[src/rtl/timer_arb_pkg.sv]
// Shared types and default sizing for the timer arbiter.
// Imported by the arbiter FSM and its interval counter.
package timer_arb_pkg;

    typedef enum logic [1:0] {
        S_IDLE,
        S_LOAD,
        S_COUNT,
        S_DONE
    } state_t;

    localparam int DEF_NUM_REQ = 4;
    localparam int DEF_CNT_W   = 8;

endpackage

[src/rtl/ivl_counter.sv]
// Clearable, enable-gated interval counter.
// Clear has priority over enable.
module ivl_counter
    import timer_arb_pkg::*;
#(
    parameter int CNT_W = DEF_CNT_W
) (
    input  logic             clk,
    input  logic             rst_n,
    input  logic             clear,
    input  logic             enable,
    output logic [CNT_W-1:0] count
);

    always_ff @(posedge clk or negedge rst_n) begin
        if (!rst_n) begin
            count <= '0;
        end else if (clear) begin
            count <= '0;
        end else if (enable) begin
            count <= count + 1'b1;
        end
    end

endmodule

[src/rtl/timer_arbiter.sv]
// Round-robin arbiter granting one shared interval counter.
// All outputs are registered; grant is visible only while counting.
module timer_arbiter
    import timer_arb_pkg::*;
#(
    parameter int NUM_REQ = DEF_NUM_REQ,
    parameter int CNT_W   = DEF_CNT_W
) (
    input  logic                     clk,
    input  logic                     rst_n,
    input  logic [NUM_REQ-1:0]       req,
    input  logic [NUM_REQ*CNT_W-1:0] len,
    output logic [NUM_REQ-1:0]       grant,
    output logic                     busy,
    output logic [NUM_REQ-1:0]       done,
    output logic [CNT_W-1:0]         count
);

    localparam int IDX_W = (NUM_REQ > 1) ? $clog2(NUM_REQ) : 1;

    state_t             state_q, state_d;
    logic [IDX_W-1:0]   win_q, last_q, pick;
    logic [CNT_W-1:0]   len_q, len_pick;
    logic [NUM_REQ-1:0] grant_q, done_q, win_oh;
    logic               busy_q;
    logic               clear, enable;

    function automatic logic [IDX_W-1:0] rr_pick(
        input logic [NUM_REQ-1:0] r,
        input logic [IDX_W-1:0]   last
    );
        logic [IDX_W-1:0] p;
        logic             f;
        int               k;
        p = last;
        f = 1'b0;
        for (int i = 1; i <= NUM_REQ; i++) begin
            k = (int'(last) + i) % NUM_REQ;
            if (!f && r[IDX_W'(k)]) begin
                p = IDX_W'(k);
                f = 1'b1;
            end
        end
        return p;
    endfunction

    assign pick     = rr_pick(req, last_q);
    assign len_pick = len[pick*CNT_W +: CNT_W];
    assign win_oh   = NUM_REQ'(1) << win_q;

    always_comb begin
        state_d = state_q;
        clear   = 1'b0;
        enable  = 1'b0;
        unique case (state_q)
            S_IDLE: begin
                if (|req) state_d = S_LOAD;
            end
            S_LOAD: begin
                clear   = 1'b1;
                state_d = req[win_q] ? S_COUNT : S_IDLE;
            end
            S_COUNT: begin
                // Abandon wins over completion on the final cycle
                if (!req[win_q]) begin
                    clear   = 1'b1;
                    state_d = S_IDLE;
                end else if (count == len_q - CNT_W'(1)) begin
                    clear   = 1'b1;
                    state_d = S_DONE;
                end else begin
                    enable = 1'b1;
                end
            end
            S_DONE: begin
                state_d = S_IDLE;
            end
            default: begin
                state_d = S_IDLE;
            end
        endcase
    end

    always_ff @(posedge clk or negedge rst_n) begin
        if (!rst_n) begin
            state_q <= S_IDLE;
            win_q   <= '0;
            last_q  <= IDX_W'(NUM_REQ - 1);
            len_q   <= '0;
            grant_q <= '0;
            done_q  <= '0;
            busy_q  <= 1'b0;
        end else begin
            state_q <= state_d;
            if (state_q == S_IDLE && |req) begin
                win_q <= pick;
                len_q <= (len_pick == '0) ? CNT_W'(1) : len_pick;
            end
            if (state_q == S_DONE ||
                ((state_q == S_LOAD || state_q == S_COUNT) && !req[win_q])) begin
                last_q <= win_q;
            end
            grant_q <= (state_d == S_COUNT) ? win_oh : '0;
            done_q  <= (state_d == S_DONE) ? win_oh : '0;
            busy_q  <= (state_d != S_IDLE);
        end
    end

    ivl_counter #(
        .CNT_W(CNT_W)
    ) u_cnt (
        .clk   (clk),
        .rst_n (rst_n),
        .clear (clear),
        .enable(enable),
        .count (count)
    );

    assign grant = grant_q;
    assign done  = done_q;
    assign busy  = busy_q;

endmodule

[config.mk]
export PLATFORM = sky130hd
export DESIGN_NAME = timer_arbiter
export DESIGN_NICKNAME = d
export VERILOG_FILES = /design/src/rtl/timer_arb_pkg.sv /design/src/rtl/ivl_counter.sv /design/src/rtl/timer_arbiter.sv
export SDC_FILE = /design/constraint.sdc
export NUM_CORES = 1
export LEC_CHECK = 0
export BUFFER_PORTS_ARGS = -buffer_cell sky130_fd_sc_hd__buf_4
export CORE_UTILIZATION = 40
export DETAILED_ROUTE_END_ITERATION = 12
export PLACE_DENSITY = 0.69
export SLEW_MARGIN = 40
export SYNTH_ARGS = -nofsm -noshare
export SYNTH_HDL_FRONTEND = slang
export SYNTH_HIERARCHICAL = 1
export SYNTH_SLANG_ARGS = --single-unit
[constraint.sdc]
create_clock -name clk -period 5 [get_ports clk]
set_clock_uncertainty 0.1 [all_clocks]
set_input_delay 0.25 -clock clk [delete_from_list [all_inputs] [get_ports clk]]
set_output_delay 0.25 -clock clk [all_outputs]
set_load 0.02 [all_outputs]
## Yosys cells after proc, flatten, opt, wreduce, memory -nomap -nowiden

Index checks and enable logic that the tools add are counted.

| storage, ports and cells | value |
|---|---|
| flip-flop bits (word level) | 31 |
| input bits | 38 |
| logic and storage cells | 80 |

| cells by class | value |
|---|---|
| reduce and logical (&&, ||, !) cells | 16 |
| mux-type cells | 37 |
| $add $sub $neg | 6 |
| shifts and indexed selects | 2 |
| order comparisons | 5 |
| equal/unequal tests | 6 |

Operators by type and width:

| cell | count |
|---|---|
| indexed part select 32 x 6 -> 8 bit | 1 |
| two-way mux 8 bit | 3 |
| two-way mux 1 bit | 17 |
| less-than comparator 2 x 4 -> 1 bit (second input constant) | 4 |
| two-way mux 2 bit | 8 |
| binary-select mux 1 bit (select 2 bit) | 5 |
| adder 8 x 1 -> 8 bit (second input constant) | 1 |
| == test 2 bit (second input constant) | 4 |
| == test 8 bit | 1 |
| zero test 8 bit | 1 |
| two-way mux 4 bit | 2 |
| one-hot mux 2 bit (4 select lines) | 1 |
| subtractor 8 x 1 -> 8 bit (second input constant) | 1 |
| logical AND 1 bit | 5 |
| adder 2 x 1 -> 2 bit (second input constant) | 2 |
| adder 2 bit (second input constant) | 2 |
| zero test 1 bit | 4 |
| nonzero test 2 bit | 2 |
| OR reduction 4 bit | 1 |
| << shifter 1 x 2 -> 4 bit (first input constant) | 1 |
| less-than comparator 2 x 3 -> 1 bit (second input constant) | 1 |
| == test 2 x 1 -> 1 bit (second input constant) | 1 |
| zero test 2 bit | 1 |
| logical OR 1 bit | 2 |
| one-hot mux 1 bit (2 select lines) | 1 |

## Longest topological paths before layout

Gate-level depths: netlist (run 1).

| depth | value |
|---|---|
| depth in word-level cells | 17 |
| gate-level depth with buffers | 12 |
| depth with buffers taken out | 11 |

## Modules after synthesis

Netlist (run 1), hierarchy kept.

By module, submodules not included:

| module | sequential area each (um^2) | times used | area an instance (um^2) | cells an instance |
|---|---|---|---|---|
| timer_arbiter | 578.1 | 1 | 1,620.3 | 180 |
| ivl_counter | 200.2 | 1 | 396.6 | 37 |

## Worst setup path before layout (run 1)

OpenSTA, ideal clock, no wires.

| timing | value |
|---|---|
| path type | reg-to-reg |
| from | register len_q[0] |
| to | register u_cnt.count[5] |
| arrival time | 2.515 ns |
| stages on the path, launching flop included | 13 |
| setup slack | 2.308 ns |
| path through | dfrtp_1 inv_1 ha_1 xor2_1 nand3_1 a2111oi_0 and3_4 nor3b_1 nor2_1 buf_4 o2111ai_4 or3_1 a21oi_1 |

| between the ends | value |
|---|---|
| longest elaborated chain between the ends | 6 |
| elaborated cells between the ends (all ways) | 10 |

Ends and longest elaborated chain:

| element | RTL line | RTL |
|---|---|---|
| from (decl) | timer_arbiter.sv:23 | `logic [CNT_W-1:0] len_q, len_pick;` |
| from (signal assigned) | timer_arbiter.sv:97 | `len_q <= (len_pick == '0) ? CNT_W'(1) : len_pick;` |
| subtractor 8 x 1 -> 8 bit (*) | timer_arbiter.sv:68 | `end else if (count == len_q - CNT_W'(1)) begin` |
| == test 8 bit (*) | timer_arbiter.sv:68 |  |
| two-way mux 1 bit (*) | timer_arbiter.sv:68 |  |
| two-way mux 1 bit (*) | timer_arbiter.sv:65 | `if (!req[win_q]) begin` |
| one-hot mux 1 bit (2 select lines) (*) | timer_arbiter.sv:55 | `unique case (state_q)` |
| via clear | timer_arbiter.sv:26 | `logic clear, enable;` |
| two-way mux 8 bit or nonzero test 2 bit (tied branches) | n/a |  |
| to (signal assigned) | ivl_counter.sv:21 | `count <= count + 1'b1;` |
| to (decl) | ivl_counter.sv:12 | `output logic [CNT_W-1:0] count` |

Mark *: on every way through the listed nets, which the timed path passes. The rest lies on a longest branch.
A chain may end at the register's enable or synchronous reset.

## Worst setup path after layout (run 1)

Ends and elaborated chain as after synthesis.

==> qor.yml, run 1 <==
hp-class: "in2reg"
cts_hold_buf: 1
slew_viol_final: 0
start_kind: "flip-flop"
grt_pass1_wl_mm: 7.141
crit_buf_inv: 1
clock.fmax_mhz: 307.0
grt_max_degree: 32
crit_arrival_ns: 3.35
antenna_cells: 0
synth_area_per_cell_um2: 9.295
cp_max_fo: 9
dp_cells: 329
hold_viol_final: 0
rsz0062_at_grt: "false"
worstPathCellList: "inv_1 -> ha_1 -> xor2_1 -> nand3_1 -> a2111oi_0 -> and3_4 -> nor3b_1 -> nor2_1 -> o2111ai_4 -> or3_1 -> a21oi_1"
final.setup.tns_ns: 0
vias_per_cell: 5.086
overflow: 0
timing.rr.start: "len_q[0]"
critPathRequiredTime_ns: 5.09
clockBufferDepth: 2
final_common_cell: "buf_4"
synth.cell_area_um2: 2017
drt-total-wl_mm: 4.025
ir_drop_mv: 0.1990
rr_endpoint: "u_cnt/count[5]"
endpoint_kind: "flip-flop"
initial_core_util: 0.4214
synth-seq-area-share: 0.3859
htree_levels: 2
final_cell_mix: "55 x buf_4, 34 x nand2_1, 29 x dfrtp_1, 19 x o21ai_0, 18 x nor2_1"
p_leak_nw: 1.170
gr-usage-met1: 0.2274
dieArea_um2: 5330
cap_viol_max_count: 0
die_w_um: 73.01
cts_sinks: 31
top_usage_layer: "met2"
path_delay_family: "simple AND/OR/NAND/NOR gates"
cts_setup_buffers: 0
critPathMaxStageDelay_ns: 0.53
grt_antenna_before_repair: 0
cts_resized: 0
dp_hpwl_mm: 3.106
hold_depth: 4
hold-path-endpoint: "len_q[3]"
synthFlopType: "dfrtp_1"
num_io_pins: 55
ff2ff_setup_slack_ns: 1.74
grt_pass1_vias: 1606
cts_tree: "done"
clk_latency_ns: 0.27
gr-usage-met3: 0.03453
drive_gt1_frac: 0.2952
post-route-drc-count: 0
ff2ff_path_depth: 11
p_total_mw: 1.270
path_class: "reg2reg"
fin_nets: 315
synth_edf_count: 0
status: "complete, no violations"
synth_cell_type_count: 45
tightest_slew_ns: 0.6723
dr.pass1.iters: 4
yosys.area.top_type_share: 0.3598
power_density_nw_per_um2: 494.8
grt_usage: 0.1679
cpMaxStageDelayCell: "nor2_1"
place_congestion: 0.8021
dieHeight_um: 73.01
period_share: 0.6514
slew-limit-headroom: 0.5501
coreArea_um2: 4786
fin_cells: 338
portBuffers: 54
wl_per_cell_um: 11.91
setup_violations: 0
area_delta_synth_final_pct: 27.23
hp-start: "len[11]"
yosysWarnings: 6
cts_buffers: 5
synth_nets: 262
ant_nets: 0
cts-root-buf: "clkbuf_8"
drt_iter0_drc: 91
synth_seq_cells: 31
path_clk_slew_ns: 0.06
yosys.area.top_type: "dfrtp_1"
min_period_ns: 3.257
synthCells: 217
synth_area_leaders: "dfrtp_1 36%, nand2_1 6.3%, o21ai_0 4.7%, ha_1 4.3%, mux2i_1 4.0%"
dr_total_vias: 1719
use_met2: 0.2695
rows: 25
synthArstFlopShare: 1.000
[routing by layer]
layer / up-vias / wire length, um / part of all wire
met2: 54 / 1796 / 0.45
li1: 883 / - / -
met3: 2 / 174 / 0.043
met4: 0 / 18 / 0.0045
met1: 780 / 2036 / 0.51
met5: - / 0 / 0
[through the flow]
step	util	hold slack [ns]	setup WS, ns	area [um^2]
global placement	0.5153	0.09672	1.853	2466
CTS	0.5362	0.2944	1.713	2566
floorplan	-	-0.1456	2.308	2017
finish	0.5362	0.2953	1.743	2566
global route	0.5362	0.3205	1.493	2566
detailed placement	0.5166	0.09513	1.719	2472
[synth_stat cells, types with 2 or more instances]
master and number:
nor3_1 3, o21bai_1 2, mux2_2 3, inv_1 5, a21oi_1 14, o21ai_0 19
dfstp_2 2, mux2i_1 8, a32o_1 7, xor2_1 9, clkbuf_1 7, or3_1 4
nand2_1 34, nand3_1 3, nor4bb_1 2, nand2b_1 6, nor4b_2 2, nor2_1 18
ha_1 7, buf_4 2, dfrtp_1 29, nor4_1 2, nand4_1 3, xnor2_1 5
[state kept, by name, indices dropped and copies added, names as in the netlist]
register     flops
len_q            8
u_cnt/count      8
done             4
grant            4
last_q           2
state_q          2
win_q            2
busy             1
[kinds of logic (layout without fill, tap and decap cells)]
family	after synthesis	count (layout)	synth area share
xor gates and xnor gates	15	15	0.06886
and+or+nand+nor	88	88	0.2370
buffers and inverters	15	69	0.03536
adders and majority gates	7	7	0.04342
AOI/OAI and AO/OA	49	49	0.1619
DFF	31	31	0.3859
muxes	12	12	0.06762
[layout make-up]
class,count,area (um^2)
Clock inverter,3,15.01
Timing Repair Buffer,56,422.9
Multi-Input combinational cell,171,1179
Fill cell,457,2220
Tap cell,67,83.83
Inverter,5,18.77
Clock buffer,5,68.82
Sequential cell,31,778.2
[how the worst max path moves through the flow]
stage                        start        endpoint  slack, ns  depth (start not counted)
final                     len_q[0]  u_cnt/count[5]       1.74                         11
after global routing      len_q[0]  u_cnt/count[5]       1.49                         11
after CTS                 len_q[0]  u_cnt/count[5]       1.71                         11
after detailed placement  len_q[0]  u_cnt/count[5]       1.72                         11
after global placement    len_q[0]  u_cnt/count[5]       1.85                         11
after floorplan           len_q[0]  u_cnt/count[5]       2.31                         12
[worst register-to-register path, delay by kind of cell (launching register included)]
kind / cells / cell delay, ns
AOI/OAI and AO/OA: 3 / 0.74
xor gates and xnor gates: 1 / 0.15
adders and majority gates: 1 / 0.30
and+or+nand+nor: 5 / 1.35
buffers and inverters: 1 / 0.08
DFF: 1 / 0.45
[power breakdown]
group | leakage, nW | internal, mW | total (mW) | switching (mW)
sequential | 0.403 | 0.327 | 0.425 | 0.0974
clock | 0.0477 | 0.0949 | 0.181 | 0.0866
combinational | 0.720 | 0.303 | 0.664 | 0.360
total | 1.17 | 0.726 | 1.27 | 0.544
Power figures use the tool's default switching activity.
==> inputs of run 2 (changes only) <==
Settings changed: PLACE_DENSITY 0.69 to 0.71.
Clock period 5 ns to 2.9 ns, I/O delays scaled along.
==> qor.yml, run 2 (synthesized netlist as in run 1, its figures left out) <==
start_kind: "flip-flop"
hp-class: "in2reg"
drt-total-wl_mm: 4.228  # +5.0%
nFillCells: 443  # -3.1%
fin_ws_ns: 0.1703  # -1.573 ns
stdcell_area_um2: 2620  # +2.1%
cpMaxStageDelayCell: "nor4_1"
dr.pass1.iters: 4  # unchanged
fin_nets: 322  # +2.2%
antenna_cells: 0  # unchanged
final_cell_mix: "62 x buf_4, 34 x nand2_1, 28 x dfrtp_1, 19 x o21ai_0, 18 x nor2_1"
portBuffers: 54  # unchanged
tightest_slew_ns: 0.5333  # -0.1390 ns
ff2ff_setup_slack_ns: 0.17  # -1.57 ns
hold_viol_final: 0  # unchanged
path_class: "reg2reg"
worstPathCellList: "nor4_1 -> o21ai_0 -> a221o_1 -> and3_4 -> nor2_1 -> o2111ai_4 -> or3_1 -> a21oi_1"
area_delta_synth_final_pct: 29.90
hold-path-endpoint: "len_q[3]"
coreArea_um2: 4786  # unchanged
grt_pass1_wl_mm: 7.120  # -0.29%
placed_cell_area_um2: 2519  # +1.9%
regArea_um2: 779.5  # +0.16%
overflow: 0  # unchanged
num_io_pins: 55  # unchanged
final_common_cell: "buf_4"
dieArea_um2: 5330  # unchanged
period_share: 0.9413  # +0.2898
clk_latency_ns: 0.28  # about the same
slew-limit-headroom: 0.6436  # +0.09347
min_period_ns: 2.730  # -0.5275 ns
dr_total_vias: 1763  # +2.6%
cp_max_fo: 6  # -3
multiInputGateArea_um2: 1179  # unchanged
cap_viol_max_count: 0  # unchanged
post-route-drc-count: 0  # unchanged
cts-root-buf: "clkbuf_8"
hold_depth: 4  # unchanged
cts_buffers: 5  # unchanged
timing.rr.start: "len_q[2]"
fin_cells: 345  # +2.1%
clock.fmax_mhz: 366.3  # +19%
p_leak_nw: 1.204  # +2.9%
slew_viol_final: 0  # unchanged
rows: 25  # unchanged
path_delay_family: "simple AND/OR/NAND/NOR gates"
ant_nets: 0  # unchanged
critPathMaxStageDelay_ns: 0.47  # -0.06 ns
grt_max_degree: 32  # unchanged
vias_per_cell: 5.110  # +0.48%
top_regs: "len_q (8), u_cnt/count (8)"
critPathRequiredTime_ns: 3.01  # -2.08 ns
initial_core_util: 0.4214  # unchanged
setup_violations: 0  # unchanged
grt_antenna_before_repair: 0  # unchanged
wl_per_cell_um: 12.26  # +2.9%
drive_gt1_frac: 0.3201  # +0.02494
drt_iter0_drc: 78  # -14%
power_density_nw_per_um2: 864.1  # +75%
path_clk_slew_ns: 0.06  # about the same
htree_levels: 2  # unchanged
hp-start: "len[11]"
fin_hold_ws_ns: 0.1710  # -0.1244 ns
clockBufferDepth: 2  # unchanged
die_w_um: 73.01  # unchanged
dp_slack_ns: 0.06066  # -1.658 ns
dieHeight_um: 73.01  # unchanged
final.setup.tns_ns: 0  # unchanged
cts_sinks: 31  # unchanged
ir_drop_mv: 0.3600  # +81%
crit_arrival_ns: 2.84  # -0.51 ns
ff2ff_path_depth: 8  # -3
endpoint_kind: "flip-flop"
place_congestion: 0.8564  # +6.8%
cts_setup_buffers: 0  # unchanged
grt_usage: 0.1714  # +0.003481
dp_hpwl_mm: 3.265  # +5.1%
dp_cells: 336  # +2.1%
status: "complete, no violations"
crit_buf_inv: 0  # -1
cts_tree: "done"
rr_endpoint: "u_cnt/count[7]"
grt_pass1_vias: 1612  # +0.37%
## run 2: cell types whose count changed in the layout (fill, tap and decap cells not counted)
cell,delta
a2111oi_0,-1
a2111oi_2,+1
buf_4,+7
dfrtp_1,-1
dfrtp_2,+1
nor3_2,+1
nor3_4,-1
## run 2: routing by layer
layer  global-route usage  vias to the layer above  share of wire  wire length (um)
li1                     -                      897              -                 -
met1               0.2223                      800           0.48              2045
met3              0.03453                        5          0.054               227
met2               0.2840                       61           0.46              1925
met4              0.05882                        0         0.0069                29
met5                    0                        -              0                 0
## run 2: what timing repair did
item / CTS / global route
setup endpoints to repair: 0 / 3
hold endpoints to repair: 31 / 0
hold buffers: 1 / 0
resized for setup: 0 / 3
## run 2: how the worst max path moves through the flow
stage | startpoint | endpoint | slack, ns | depth (start not counted)
3_3_place_gp | len_q[0] | u_cnt/count[5] | 0.08 | 11
5_1_grt | len_q[1] | u_cnt/count[5] | -0.01 | 11
6_report | len_q[2] | u_cnt/count[7] | 0.17 | 8
2_1_floorplan | len_q[0] | u_cnt/count[5] | 0.21 | 12
3_5_place_dp | len_q[0] | u_cnt/count[7] | 0.06 | 11
4_1_cts | len_q[0] | u_cnt/count[7] | 0.04 | 11
## run 2: power breakdown
part	total, mW	internal [mW]	leakage, nW	switching [mW]
sequential	0.723	0.566	0.402	0.157
combinational	1.22	0.563	0.755	0.653
clock	0.325	0.164	0.0477	0.161
total	2.26	1.29	1.20	0.971
## run 2: worst min-delay path, delay by kind of cell
kind                   cells  cell delay [ns]
AO/OA/AOI/OAI              2             0.21
buffers and inverters      1             0.11
AND/OR/NAND/NOR            1             0.05
## run 2: final cells by class
class / count / share of cell area
Timing Repair Buffer: 63 / 0.1815
Sequential cell: 31 / 0.2975
Inverter: 5 / 0.007163
Multi-Input combinational cell: 171 / 0.4499
Tap cell: 67 / 0.03200
Clock inverter: 3 / 0.005731
Clock buffer: 5 / 0.02627
## run 2: per-stage QoR
step	util	total power, mW
2_1_floorplan	-	1.640
3_3_place_gp	0.5263	1.904
3_5_place_dp	0.5263	1.930
4_1_cts	0.5459	2.262
5_1_grt	0.5475	2.464
6_report	0.5475	2.264
==> inputs of run 3 (changes only) <==
Settings changed: ABC_AREA set to 1, CORE_UTILIZATION 40 to 58, PLACE_DENSITY 0.71 to 0.9.
Clock period 2.9 ns to 3.2 ns, I/O delays scaled along.
==> qor.yml, run 3 <==
dp_hpwl_mm: 4.200  # +29%
power_density_nw_per_um2: 970.8  # +12%
synthArstFlopShare: 1.000  # unchanged
cts_tree: "done"
htree_levels: 2  # unchanged
rows: 22  # -12%
cts_setup_buffers: 0  # unchanged
path_clk_slew_ns: 0.07  # about the same
dieArea_um2: 4339  # -19%
die_w_um: 65.87  # -9.8%
regArea_um2: 778.2  # -0.16%
hp-class: "in2reg"
synth.cell_area_um2: 2366  # +17%
synthCells: 351  # +62%
clockBufferDepth: 2  # unchanged
grt_usage: 0.2875  # +0.1161
synth_seq_cells: 31  # unchanged
coreArea_um2: 3799  # -21%
cts_resized: 0  # unchanged
setup_violations: 0  # unchanged
fin_cells: 455  # +32%
multiInputGateArea_um2: 1351  # +15%
synth_nets: 396  # +51%
dr.pass1.iters: 4  # unchanged
rsz0062_at_grt: "false"
num_io_pins: 55  # unchanged
top_regs: "len_q (8), u_cnt/count (8)"
ant_nets: 0  # unchanged
final_common_cell: "nand2_1"
antenna_cells: 0  # unchanged
wl_per_cell_um: 12.23  # -0.18%
dieHeight_um: 65.87  # -9.8%
overflow: 0  # unchanged
grt_pass1_vias: 2310  # +43%
p_leak_nw: 1.542  # +28%
grt_max_degree: 32  # unchanged
synth-seq-area-share: 0.3289  # -0.05693
nFillCells: 324  # -27%
final_cell_mix: "115 x nand2_1, 54 x buf_4, 41 x inv_1, 41 x nand3_1, 33 x nor2_1"
period_share: 0.7926  # -0.1487
synth_most_common_cell: "nand2_1"
fin_nets: 451  # +40%
yosys.area.top_type: "dfrtp_1"
synth_area_leaders: "dfrtp_1 31%, nand2_1 18%, nand3_1 8.7%, inv_1 6.5%, nor2_1 5.2%"
yosysWarnings: 6  # unchanged
drive_gt1_frac: 0.2260  # -0.09410
tightest_slew_ns: 0.4829  # -0.05041 ns
hold_depth: 4  # unchanged
critPathRequiredTime_ns: 3.32  # +0.31 ns
min_period_ns: 2.536  # -0.1933 ns
cap_viol_max_count: 0  # unchanged
grt_antenna_before_repair: 0  # unchanged
netlist_top_cells_count: "115 x nand2_1, 41 x inv_1, 41 x nand3_1, 33 x nor2_1, 29 x dfrtp_1"
cp_max_fo: 9  # +3
ff2ff_path_depth: 18  # +10
post-route-drc-count: 0  # unchanged
drt_iter0_drc: 113  # +45%
hold_viol_final: 0  # unchanged
synthFlopType: "dfrtp_1"
portBuffers: 54  # unchanged
cts_sinks: 31  # unchanged
path_class: "reg2reg"
dp_cells: 446  # +33%
start_kind: "flip-flop"
cts-root-buf: "clkbuf_8"
slew_viol_final: 0  # unchanged
final.setup.tns_ns: 0  # unchanged
clock.fmax_mhz: 394.3  # +7.6%
drt-total-wl_mm: 5.566  # +32%
crit_arrival_ns: 2.66  # -0.18 ns
endpoint_kind: "flip-flop"
area_delta_synth_final_pct: 21.15
synth_cell_type_count: 31  # -31%
ir_drop_mv: 0.6706  # +86%
synth_area_per_cell_um2: 6.741  # -27%
status: "complete, no violations"
yosys.area.top_type_share: 0.3067  # -0.05309
cts_buffers: 5  # unchanged
dr_total_vias: 2424  # +37%
slew-limit-headroom: 0.6773  # +0.03369
place_congestion: 0.8821  # +3.0%
initial_core_util: 0.6229  # +0.2014
synth_edf_count: 0  # unchanged
clk_latency_ns: 0.29  # about the same
grt_pass1_wl_mm: 9.680  # +36%
vias_per_cell: 5.327  # +4.3%
run 3: changes by cell type after synthesis, moves of 6 or more:
cell and change:
nand2_4 +6, nand2b_1 -6, nand3_1 +38, nand2_1 +81, nand2_2 +10, a32o_1 -7, inv_1 +36, a21oi_1 -7
clkbuf_1 -6, mux2i_1 -8, nor2_1 +15
run 3: report_power, final:
| group | switching, mW | internal, mW | total, mW |
|---|---|---|---|
| clock | 0.154 | 0.152 | 0.305 |
| combinational | 1.21 | 0.617 | 1.82 |
| sequential | 0.134 | 0.521 | 0.655 |
| total | 1.49 | 1.29 | 2.78 |
run 3: kinds of logic after synthesis:
family                     synth area share
DFF                                  0.3289
and+or+nand+nor                      0.4405
xor gates and xnor gates            0.03332
AOI/OAI and AO/OA                   0.06029
adders and majority gates           0.03702
buffers and inverters               0.09994
run 3: path summary, 6_finish.rpt:
path                                   to  slack, ns      from
setup / recovery           u_cnt/count[6]       0.66  len_q[0]
hold / removal                       busy       0.12    req[0]
min in group asynchronous  u_cnt/count[4]       0.24     rst_n
hold reg to reg                  len_q[1]       0.43  len_q[1]
setup reg to reg           u_cnt/count[6]       0.66  len_q[0]
max in group asynchronous       last_q[0]       2.44     rst_n
run 3: repair_timing:
item | CTS | global route
hold endpoints to repair | 29 | 0
endpoints found under the setup margin | 0 | 0
hold buffers | 1 | 0
run 3: layer usage:
metal / track usage / share of wire / routed length (um)
met1: 0.3359 / 0.43 / 2385
met2: 0.5026 / 0.50 / 2784
met5: 0 / 0 / 0
met4: 0.1413 / 0.021 / 118
met3: 0.04828 / 0.050 / 278
run 3: area by class of cell:
| class | instances | area share |
|---|---|---|
| flip-flops and latches | 31 | 0.2715 |
| clock inverters | 2 | 0.004365 |
| clock buffers | 6 | 0.02532 |
| repair buffers | 55 | 0.1449 |
| inverters | 46 | 0.06155 |
| well taps | 48 | 0.02095 |
| multi-input cells | 267 | 0.4714 |
run 3: critical path: stages, from the launching register on:
cell,delay [ns]
dfrtp_1,0.40
inv_1,0.08
ha_1,0.24
nand2_1,0.10
xor2_1,0.22
inv_1,0.06
nand2_1,0.05
nand3_1,0.06
nor2_1,0.10
nand2_1,0.11
nand2_1,0.10
nand2_1,0.05
a21oi_1,0.22
inv_2,0.14
nand2_2,0.12
nand3_2,0.08
nor2_1,0.10
nor2_1,0.05
nor2_1,0.10
run 3: stage by stage:
stage	utilization	instance area (um^2)	total power, mW	hold WS (ns)	setup WS (ns)
after floorplan	-	2366	2.140	-0.2356	1.017
after global placement	0.7296	2771	2.396	0.009681	0.7947
after detailed placement	0.7296	2771	2.457	0.01191	0.6938
after CTS	0.7546	2867	2.781	0.1220	0.6686
after global routing	0.7546	2867	3.083	0.1564	0.4651
final	0.7546	2867	2.783	0.1245	0.6636
